==> src/rtl/prog_loader_pkg.sv <==
// rtl/prog_loader_pkg.sv - shared states and constants for the program loader
package prog_loader_pkg;

  typedef enum logic [2:0] {
    IDLE,
    LOAD,
    PAD,
    DONE,
    ERR
  } state_t;

  localparam int WORD_BYTES = 4;
  localparam int LANE_W = $clog2(WORD_BYTES);
  localparam logic [7:0] DEFAULT_PAD_BYTE = 8'h00;

endpackage

==> src/rtl/prog_loader_if.sv <==
// rtl/prog_loader_if.sv - byte stream handshake feeding the loader
interface prog_loader_if;

  logic       in_valid;
  logic [7:0] in_data;
  logic       in_last;
  logic       in_ready;

  modport master (output in_valid, in_data, in_last, input in_ready);
  modport slave (input in_valid, in_data, in_last, output in_ready);

endinterface

==> src/rtl/prog_loader_word_assembler.sv <==
// rtl/prog_loader_word_assembler.sv - packs written bytes into big-endian words
module word_assembler
  import prog_loader_pkg::*;
(
  input  logic        clk,
  input  logic        clr,
  input  logic        clear,
  input  logic        wr_en,
  input  logic [7:0]  wr_data,
  output logic        word_valid,
  output logic [31:0] word
);

  // Only the three older bytes are kept; the fourth arrives with wr_data.
  logic [23:0]       shift;
  logic [LANE_W-1:0] lane;

  // Shift bytes in and publish a word on the cycle its last byte is written.
  always_ff @(posedge clk) begin
    if (clr || clear) begin
      shift      <= '0;
      lane       <= '0;
      word_valid <= 1'b0;
      word       <= '0;
    end else begin
      word_valid <= 1'b0;
      if (wr_en) begin
        shift <= {shift[15:0], wr_data};
        lane  <= lane + LANE_W'(1);
        if (lane == LANE_W'(WORD_BYTES - 1)) begin
          word_valid <= 1'b1;
          word       <= {shift, wr_data};
        end
      end
    end
  end

endmodule

==> src/rtl/prog_loader.sv <==
// rtl/prog_loader.sv - streams a program image into CPU RAM and releases CPU reset
module prog_loader
  import prog_loader_pkg::*;
#(
  parameter int         ADDR_W   = 8,
  parameter logic [7:0] PAD_BYTE = DEFAULT_PAD_BYTE
) (
  input  logic              clk,
  input  logic              clr,
  input  logic              start,
  prog_loader_if.slave      src,
  output logic              mem_we,
  output logic [ADDR_W-1:0] mem_addr,
  output logic [7:0]        mem_wdata,
  output logic              word_valid,
  output logic [31:0]       word,
  output logic [ADDR_W:0]   byte_count,
  output logic              cpu_hold,
  output logic              load_done,
  output logic              load_err
);

  state_t            state_q, state_d;
  logic [ADDR_W-1:0] ptr;
  logic              accept;
  logic              wr_en;
  logic [7:0]        wr_data;
  logic              start_taken;
  logic              at_boundary;

  // The byte being written now closes a word.
  assign at_boundary = (ptr[LANE_W-1:0] == LANE_W'(WORD_BYTES - 1));

  // State register.
  always_ff @(posedge clk) begin
    if (clr) state_q <= IDLE;
    else     state_q <= state_d;
  end

  // Next-state logic; the byte at the top address without last overflows.
  always_comb begin
    state_d = state_q;
    case (state_q)
      IDLE: if (start) state_d = LOAD;
      LOAD: begin
        if (accept) begin
          if (src.in_last)   state_d = at_boundary ? DONE : PAD;
          else if (&ptr)     state_d = ERR;
        end
      end
      PAD:  if (at_boundary) state_d = DONE;
      DONE: if (start) state_d = LOAD;
      ERR:  if (start) state_d = LOAD;
      default: state_d = IDLE;
    endcase
  end

  // Handshake and write-source selection; in_ready depends only on state.
  always_comb begin
    src.in_ready = (state_q == LOAD);
    accept       = (state_q == LOAD) && src.in_valid;
    wr_en        = accept || (state_q == PAD);
    wr_data      = (state_q == PAD) ? PAD_BYTE : src.in_data;
    start_taken  = start && (state_q == IDLE || state_q == DONE || state_q == ERR);
  end

  // Registered RAM write port, counters, and CPU release status.
  always_ff @(posedge clk) begin
    if (clr) begin
      ptr        <= '0;
      mem_we     <= 1'b0;
      mem_addr   <= '0;
      mem_wdata  <= '0;
      byte_count <= '0;
      cpu_hold   <= 1'b1;
      load_done  <= 1'b0;
      load_err   <= 1'b0;
    end else begin
      mem_we <= wr_en;
      if (wr_en) begin
        mem_addr   <= ptr;
        mem_wdata  <= wr_data;
        ptr        <= ptr + ADDR_W'(1);
        byte_count <= byte_count + (ADDR_W + 1)'(1);
      end
      if (start_taken) begin
        ptr        <= '0;
        byte_count <= '0;
        cpu_hold   <= 1'b1;
        load_done  <= 1'b0;
        load_err   <= 1'b0;
      end else begin
        // Lags DONE by one cycle so the final write has landed before release.
        cpu_hold  <= (state_q != DONE);
        load_done <= (state_q == DONE);
        load_err  <= (state_q == ERR);
      end
    end
  end

  word_assembler u_word_assembler (
    .clk        (clk),
    .clr        (clr),
    .clear      (start_taken),
    .wr_en      (wr_en),
    .wr_data    (wr_data),
    .word_valid (word_valid),
    .word       (word)
  );

endmodule

==> src/flat_wrapper.sv <==
// flat-port wrapper written by rule: the top's interface ports become plain ports
module prog_loader_flat import prog_loader_pkg::*;
#(
  parameter int         ADDR_W   = 8,
  parameter logic [7:0] PAD_BYTE = DEFAULT_PAD_BYTE
)
  (clk, clr, start, mem_we, mem_addr, mem_wdata, word_valid, word, byte_count, cpu_hold, load_done, load_err, src_in_valid, src_in_data, src_in_last, src_in_ready);
  prog_loader_if src_i ();
  input  logic clk;
  input  logic clr;
  input  logic start;
  output logic mem_we;
  output logic [ADDR_W-1:0] mem_addr;
  output logic [7:0] mem_wdata;
  output logic word_valid;
  output logic [31:0] word;
  output logic [ADDR_W:0] byte_count;
  output logic cpu_hold;
  output logic load_done;
  output logic load_err;
  input wire logic [$bits(src_i.in_valid)-1:0] src_in_valid;
  input wire logic [$bits(src_i.in_data)-1:0] src_in_data;
  input wire logic [$bits(src_i.in_last)-1:0] src_in_last;
  output wire logic [$bits(src_i.in_ready)-1:0] src_in_ready;
  assign src_i.in_valid = src_in_valid;
  assign src_i.in_data = src_in_data;
  assign src_i.in_last = src_in_last;
  assign src_in_ready = src_i.in_ready;
  prog_loader #(.ADDR_W(ADDR_W), .PAD_BYTE(PAD_BYTE)) u_core (.clk(clk), .clr(clr), .start(start), .src(src_i), .mem_we(mem_we), .mem_addr(mem_addr), .mem_wdata(mem_wdata), .word_valid(word_valid), .word(word), .byte_count(byte_count), .cpu_hold(cpu_hold), .load_done(load_done), .load_err(load_err));
endmodule
==> config.mk <==
export PLATFORM = sky130hd
export DESIGN_NAME = prog_loader_flat
export DESIGN_NICKNAME = d
export VERILOG_FILES = /design/src/rtl/prog_loader_pkg.sv /design/src/rtl/prog_loader_if.sv /design/src/rtl/prog_loader_word_assembler.sv /design/src/rtl/prog_loader.sv /design/src/flat_wrapper.sv
export SDC_FILE = /design/constraint.sdc
export NUM_CORES = 1
export LEC_CHECK = 0
export ABC_AREA = 1
export CAP_MARGIN = 5
export CORE_MARGIN = 1
export CORE_UTILIZATION = 45
export CTS_CLUSTER_SIZE = 40
export DETAILED_ROUTE_END_ITERATION = 16
export PLACE_DENSITY_LB_ADDON = 0.3
export SLEW_MARGIN = 10
export SYNTH_ARGS = -nofsm -noshare
export SYNTH_HDL_FRONTEND = slang
export SYNTH_SLANG_ARGS = --single-unit
export TNS_END_PERCENT = 5
==> constraint.sdc <==
create_clock -name clk -period 2.2 [get_ports clk]
set_clock_uncertainty 0.05 [all_clocks]
set_input_delay 0.66 -clock clk [delete_from_list [all_inputs] [get_ports clk]]
set_output_delay 0.66 -clock clk [all_outputs]
set_load 0.01 [all_outputs]
==> summary.md, run 1 <==
| Metric | Value |
|---|---|
| Status | completed |
| CP Max Fanout | 6 |
| Final setup fails | 0 |
| Register area share after synthesis | ~52% |
| Slowest-stage cell, CP | dfxtp_1 |
| Syn Nets | between 500 and 600 |
| Most frequent cells in the layout | nand2_1 (128), dfxtp_1 (99), nor2_1 (96), clkdlybuf4s50_1 (74), o21ai_0 (40) |
| First DRT Iteration DRCs | between 150 and 200 |
| Number of flops mapped to enable cells by yosys | 0 |
| DRC Markers | 0 |
| #FFs+latches synth | between 90 and 100 |
| Kind of critical path | reg -> out |
| First-pass GRT wire length | about 14 mm |
| N_diodes | 0 |
| Hold slack | roughly 420 ps |
| CP top delay family | buffers and inverters |
| CTS buffer count | 9 |
| Power Density | ~1100 nW/um^2 |
| Synth Flop Type | dfxtp_1 |
| Register Area | between 1500 and 2000 sq um |
| Crit path cell chain | inv_1, nand2_1, nor2_1, dlygate4sd2_1 |
| Most common cell after layout, fill and taps aside | nand2_1 |
| HPWL Detailed | roughly 6.1 mm |
| Share of post-route cells with drive strength above 1 | 6.52% |
| DIE HEIGHT | roughly 94 um |
| Gpl congestion | 0.846 |
| Antenna violations before repair | 0 |
| Clock transition at path regs | about 100 ps |
| Tcrit/Tclk final | 94.5% |
| WP buf/inv | 2 |
| Die W | 94.3 um |
| Gr usage total | 20.6% |
| Area Growth Syn to Fin | 28.5% |
| Root Buffer | clkbuf_8 |
| Synth top area cells | dfxtp_1 (52%), nand2_1 (13%), nor2_1 (9.4%) |
| RSZ-0062 raised after global routing | no |
| Startpoint types | register |
| Final TNS setup | 0 ps |
| Pre-antenna DRT Iters | 5 |
| Gate power share | around a third |
| Tightest Pin Transition | 346 ps |
| Share of Yosys cell area claimed by the top area cell type | approximately half |
| Core Rows | 33 |
| H-Tree Depth | 3 |
| Fillers | 739 |
| Async set-or-reset flop fraction in the synthesized netlist | 0% |
| Worst Hold Class | reg -> reg |
| Core Region | slightly above 8000 sq um |
| Initial Utilization | between 40% and 50% |
| Antenna viol nets, final | 0 |
| Final hold vios | 0 |
| Port Buffers | 75 |
| Grt total ovfl | 0 |
| Clk sinks | between 90 and 100 |
| DR vias/cell | approximately 4.9 |
| Ports | 76 |
| Number of global-route vias before repair | approximately 3200 |
| Max_cap viols | 0 |
| Largest net degree at the start of global routing | 44 |
| Post-route minimum period | about 2100 ps |
| Largest vdd supply drop | approximately 610 uV |
| Clk Latency, worst-skew pair | between 300 and 400 ps |
| Slew margin rel. | approximately 77% |
| Post-synthesis cell type count | 23 |
| Critical path endpoint category | output pin |
| Reg power frac | a little over two fifths |
| Internal | between 3 and 4 mW |
| Area of the multi-input gates | 1600 sq um |
| Critical Path RT | 1490 ps |
| Arr. time, crit path | between 1000 and 1500 ps |
| Nets | 609 |
| Final core area utilization | between 60% and 70% |
| Max incr delay on CP | ~370 ps |
| Switching Fraction | approximately two fifths |
| Synth Area per Inst | ~7.4 sq um |
| Fmax | 0.481 GHz |
| Post-Route WL | approximately 8.7 mm |
| Total number of vias | ~3500 |
| Mapped Area | 3840 sq um |
| Psw | about 2.0 mW |
| WL/cell | about 12 um |
| Final slew viol count | 0 |
| Full die area | between 8000 and 9000 sq um |
| Cells after Synth | just over 500 |
| Cell taking the most area after synthesis | dfxtp_1 |
| Clock network fraction of design power | between 20% and 30% |
| Yosys warns | 0 |
| Leak pwr | approximately 2.1 nW |
| TritonCTS clock tree | built |
| Max Root-Sink Buffers | 2 |
layout make-up:
| cell class | instances | area share, % |
|---|---|---|
| multi-input cells | 359 | 32.5 |
| well taps | 105 | 2.66 |
| flip-flops and latches | 99 | 40.2 |
| clock buffers | 9 | 2.51 |
| repair buffers | 89 | 18.1 |
| clock inverters | 7 | 1.42 |
| inverters | 35 | 2.66 |
synth_stat cells (all sizes together) (2+ instances only):
cell	instances
clkbuf	10
dfxtp	99
nand2	129
ha	3
o21ai	41
nand4	5
inv	34
nand3	38
nor3	2
buf	16
nor2	97
a21oi	41
stage by stage:
step / setup slack [ps] / area (sq um) / power [mW] / std cells
finish: 122 / 4930 / 5.23 / 703
global route: 12.4 / 4930 / 5.60 / 703
CTS: 117 / 4930 / 5.26 / 703
detailed placement: -9.43 / 4740 / 4.15 / 687
global placement: 54.7 / 4740 / 4.11 / 687
floorplan: 650 / 3840 / 3.50 / 519
worst reg2reg max path: stages, from the launching register on:
cell	delay, ps
dfxtp_1	450
inv_2	90
nand2_1	90
nor2_1	80
inv_2	190
o21ai_4	110
nand2_4	180
clkinv_1	250
nor2_1	140
nor2_1	60
state kept, by name, indices dropped and copies added, names as in the netlist, 2 cells and up:
name and flops:
u_core.u_word_assembler.lane 2, u_core.u_word_assembler.word 32, u_core.ptr 8, u_core.mem_wdata 8
u_core.mem_addr 8, u_core.state_q 3, u_core.byte_count 9, u_core.u_word_assembler.shift 24
per-layer routing:
layer	track usage, %	up-vias	wire length [um]
met5	0	-	0
met4	9.87	0	170
met3	3.30	15	309
met2	32.9	81	4070
met1	27.3	1577	4130
li1	-	1801	-
final timing paths:
kind                                   start                                       endpoint  slack [ps]  cells past startpoint
min          u_core.mem_addr[0]$_SDFFE_PP0P_                u_core.mem_addr[0]$_SDFFE_PP0P_         420                      2
max reg2reg   u_core.state_q[2]$_SDFFE_PP0P_  u_core.u_word_assembler.word[26]$_SDFFE_PP0P_         380                      9
min reg2reg  u_core.mem_addr[0]$_SDFFE_PP0P_                u_core.mem_addr[0]$_SDFFE_PP0P_         420                      2
max           u_core.state_q[1]$_SDFFE_PP0P_                                   src_in_ready         120                      4
kinds of logic (layout without fill, tap and decap cells):
logic type / Yosys count / after routing / share of synthesized area (%)
compound gates: 82 / 82 / 11.1
xor+xnor: 1 / 1 / 0.228
fa+ha+maj: 3 / 3 / 0.979
buf+inv: 61 / 140 / 7.11
flops: 99 / 99 / 51.7
simple gates: 273 / 273 / 28.9
power groups by stage:
stage | registers, mW | logic (mW) | clock network (mW)
after floorplan | 2.32 | 1.18 | 0
after global placement | 2.31 | 1.81 | 0
after detailed placement | 2.32 | 1.83 | 0
after CTS | 2.28 | 1.84 | 1.15
after global routing | 2.32 | 2.05 | 1.23
final | 2.28 | 1.83 | 1.12
timing repair:
action,CTS,global route
setup buffers,0,0
endpoints found under the hold margin,0,0
resized for setup,1,0
endpoints found under the setup margin,1,0
hold buffers,0,0
Power figures use the tool's default switching activity.
==> run 2, diff against run 1 <==
Settings changed: HOLD_SLACK_MARGIN set to 0.1, SYNTH_HIERARCHICAL set to 1.
Clock period 2.2 ns to 2.1 ns, I/O delays scaled along.
==> summary.md, run 2 <==
| Metric | Value |
|---|---|
| Status | completed |
| WP buf/inv | 1 (-1) |
| Synth Flop Type | dfxtp_1 |
| Initial Utilization | 46.4% (-0.29 points) |
| Largest net degree at the start of global routing | 83 (+89%) |
| Post-route minimum period | 2020 ps |
| Gr usage total | 20.5% (-0.17 points) |
| FF-to-FF End | u_core/u_word_assembler/shift[6]$_SDFFE_PP0P_ |
| Core Rows | 34 (+3.0%) |
| Switching Fraction | 36.6% (-2.0 points) |
| RSZ-0062 raised after global routing | no |
| Most frequent cells in the layout | nand2_1 (119), dfxtp_1 (99), nor2_1 (98), clkdlybuf4s50_1 (74), nand3_1 (62) |
| N_diodes | 0 (unchanged) |
| H-Tree Depth | 3 (unchanged) |
| Fmax | between 0.4 and 0.5 GHz |
| Pre-antenna DRT Iters | 4 (-1) |
| Nets | 632 (+3.8%) |
| First-pass GRT wire length | 14.9 mm (+4.3%) |
| Gpl congestion | 0.868 (+2.6%) |
| Startpoint types | register |
| Antenna violations before repair | 0 (unchanged) |
| Mapped Area | 4030 sq um (+5.0%) |
| Xor and xnor area share after synthesis | 0% (-0.23 points) |
| Clk sinks | 99 (unchanged) |
| Hold Crit Endpoint | u_core/mem_wdata[4]$_SDFFE_PP0P_ |
| Share of Yosys cell area claimed by the top area cell type | 49.2% (-2.4 points) |
| Fillers | 839 (+14%) |
| Slew margin rel. | 73.5% (-3.5 points) |
| Area Growth Syn to Fin | 25.5% |
| Kind of critical path | reg -> out |
| Crit path cell chain | clkdlybuf4s50_1 |
| Reg-to-Reg Start | u_core/state_q[1]$_SDFFE_PP0P_ |
| Cells after Synth | 541 (+4.2%) |
| Slowest-stage cell, CP | clkdlybuf4s50_1 |
| Critical path endpoint category | output pin |
| Critical Path RT | 1420 ps (-70 ps) |
| Critical path depth | 1 (-3) |
| DRC Markers | 0 (unchanged) |
| Die W | 96.6 um (+2.4%) |
| Gate power share | 32.9% (-2.0 points) |
| Synth Area per Inst | 7.44 sq um (+0.69%) |
| Internal | 3.31 mW (+3.1%) |
| Post-Synth Adder-Cell Area | 0.932% (-0.046 points) |
| Root Buffer | clkbuf_8 |
| WL/cell | 12.7 um (+2.5%) |
| Leak pwr | 2.12 nW (+1.7%) |
| Post-route cell area | 5050 sq um (+2.5%) |
| Synth top area cells | dfxtp_1 (49%), nand2_1 (11%), nor2_1 (9.1%) |
| Antenna viol nets, final | 0 (unchanged) |
| Syn Nets | 557 (+4.1%) |
| CP top delay family | buffers and inverters |
| Share of post-route cells with drive strength above 1 | 8.87% (+2.3 points) |
| First DRT Iteration DRCs | 124 (-19%) |
| Total number of vias | 3644 (+4.9%) |
| Hold_buf cts | 0 (unchanged) |
| Final slew viol count | 0 (unchanged) |
| Synth Area in Simple Gates | 32.1% (+3.1 points) |
| Ports | 76 (unchanged) |
| Max_cap viols | 0 (unchanged) |
| Worst Hold Class | reg -> reg |
| Most common cell after layout, fill and taps aside | nand2_1 |
| Final hold vios | 0 (unchanged) |
| Async set-or-reset flop fraction in the synthesized netlist | 0% (unchanged) |
| Port Buffers | 75 (unchanged) |
| Number of flops mapped to enable cells by yosys | 0 (unchanged) |
| Register area share after synthesis | 49.2% (-2.4 points) |
| HPWL Detailed | 6.52 mm (+6.9%) |
| Full die area | 9330 sq um (+4.8%) |
| Clk Latency, worst-skew pair | 360 ps (about the same) |
| R2R setup slack | 350 ps (-30 ps) |
| Number of global-route vias before repair | 3342 (+5.2%) |
| Final setup fails | 0 (unchanged) |
| TritonCTS clock tree | built |
| Reg2Reg Depth | 10 (+1) |
| Psw | 1.91 mW (-5.1%) |
| Placed inst area | 4880 sq um (+3.1%) |
| DR vias/cell | 5.01 (+1.3%) |
| Reg power frac | 46.5% (+2.9 points) |
| Power Density | 1030 nW/um^2 (-2.5%) |
| CTS buffer count | 9 (unchanged) |
| Post-synthesis cell type count | 23 (unchanged) |
| Hold path startpoint | u_core/mem_wdata[4]$_SDFFE_PP0P_ |
| Largest registers | u_core/u_word_assembler/word: 32 flops, u_core/u_word_assembler/shift: 24 flops, u_core/byte_count: 9 flops |
| #FFs+latches synth | 99 (unchanged) |
| Most frequent cell after synthesis | nand2_1 |
| Yosys warns | 6 (+6) |
| DIE HEIGHT | 96.6 um (+2.4%) |
| Largest vdd supply drop | 590 uV (-3.1%) |
| Mux contribution to synthesized area | 0% (unchanged) |
| Main combinational cell family by area after synthesis | simple AND/OR/NAND/NOR gates |
| Arr. time, crit path | 1340 ps (-30 ps) |
| Tightest Pin Transition | 397 ps (+51.5 ps) |
| Clock transition at path regs | 100 ps (about the same) |
| Core Region | 8680 sq um (+5.6%) |
| Largest register FFs | 32 (unchanged) |
| Tcrit/Tclk final | about 96% |
| Clock network fraction of design power | 20.6% (-0.9 points) |
| Most flops, register | u_core/u_word_assembler/word |
| Cell taking the most area after synthesis | dfxtp_1 |
| Post-Route WL | 9.21 mm (+6.1%) |
| CP Max Fanout | 5 (-1) |
| Synth top cells by count | nand2_1 (119), dfxtp_1 (99), nor2_1 (98), nand3_1 (62), inv_1 (37) |
| Hold slack | 422 ps (+2.85 ps) |
| Max incr delay on CP | 580 ps (+210 ps) |
| Hold Path Stages | 2 (unchanged) |
| Max Root-Sink Buffers | 2 (unchanged) |
| Synth Area in Compound Gates | 9.54% (-1.5 points) |
| Grt total ovfl | 0 (unchanged) |
==> run 2: per-layer routing <==
metal / wire length [um] / global-route usage [%]
met2: 4610 / 35.0
met3: 318 / 4.85
met5: 0 / 0
met1: 4150 / 25.3
met4: 127 / 6.50
==> run 2: logic make-up after synthesis <==
| kind of cell | count (synthesis) |
|---|---|
| and+or+nand+nor | 301 |
| DFF | 99 |
| buffers and inverters | 71 |
| AOI/OAI and AO/OA | 67 |
| adders and majority gates | 3 |
==> run 2: layout make-up <==
class / instances / area [sq um] / area share, %
Clock buffer: 10 / 128 / 2.52
Clock inverter: 5 / 37.5 / 0.743
Inverter: 44 / 165 / 3.27
Sequential cell: 99 / 1980 / 39.2
Multi-Input combinational cell: 371 / 1710 / 33.9
Timing Repair Buffer: 91 / 895 / 17.7
Tap cell: 108 / 135 / 2.67
==> run 2: how the worst max path moves through the flow <==
stage,slack (ps),start,endpoint
finish,80,u_core/byte_count[0]$_SDFFE_PP0P_,byte_count[0]
detailed placement,-60,src_in_valid,u_core/u_word_assembler/word[14]$_SDFFE_PP0P_
global placement,20,src_in_valid,u_core/byte_count[4]$_SDFFE_PP0P_
CTS,60,u_core/byte_count[0]$_SDFFE_PP0P_,byte_count[0]
global route,10,u_core/byte_count[0]$_SDFFE_PP0P_,byte_count[0]
floorplan,200,src_in_valid,u_core/u_word_assembler/shift[15]$_SDFFE_PP0P_
==> run 2: repair_timing <==
item / in CTS / in global routing
endpoints found under the hold margin: 0 / 0
endpoints found under the setup margin: 1 / 0
buffers inserted: 1 / 0
gates resized for setup: 1 / 0
==> run 2: power by group through the flow <==
stage          clock (mW)  combinational (mW)  sequential (mW)
4_1_cts              1.10                1.72             2.43
3_5_place_dp            0                1.71             2.47
5_1_grt              1.18                1.94             2.46
2_1_floorplan           0                1.15             2.48
3_3_place_gp            0                1.67             2.46
6_report             1.08                1.72             2.43
==> run 2: stage by stage <==
stage	util [%]	std cells	TNS, ps	setup slack (ps)	power, mW
after CTS	58.2	728	0	56.5	5.25
after global routing	58.2	728	0	9.53	5.58
after detailed placement	56.3	712	-707	-56.8	4.18
after global placement	56.3	712	0	23.5	4.13
final	58.2	728	0	77.5	5.23
after floorplan	-	541	0	200	3.63
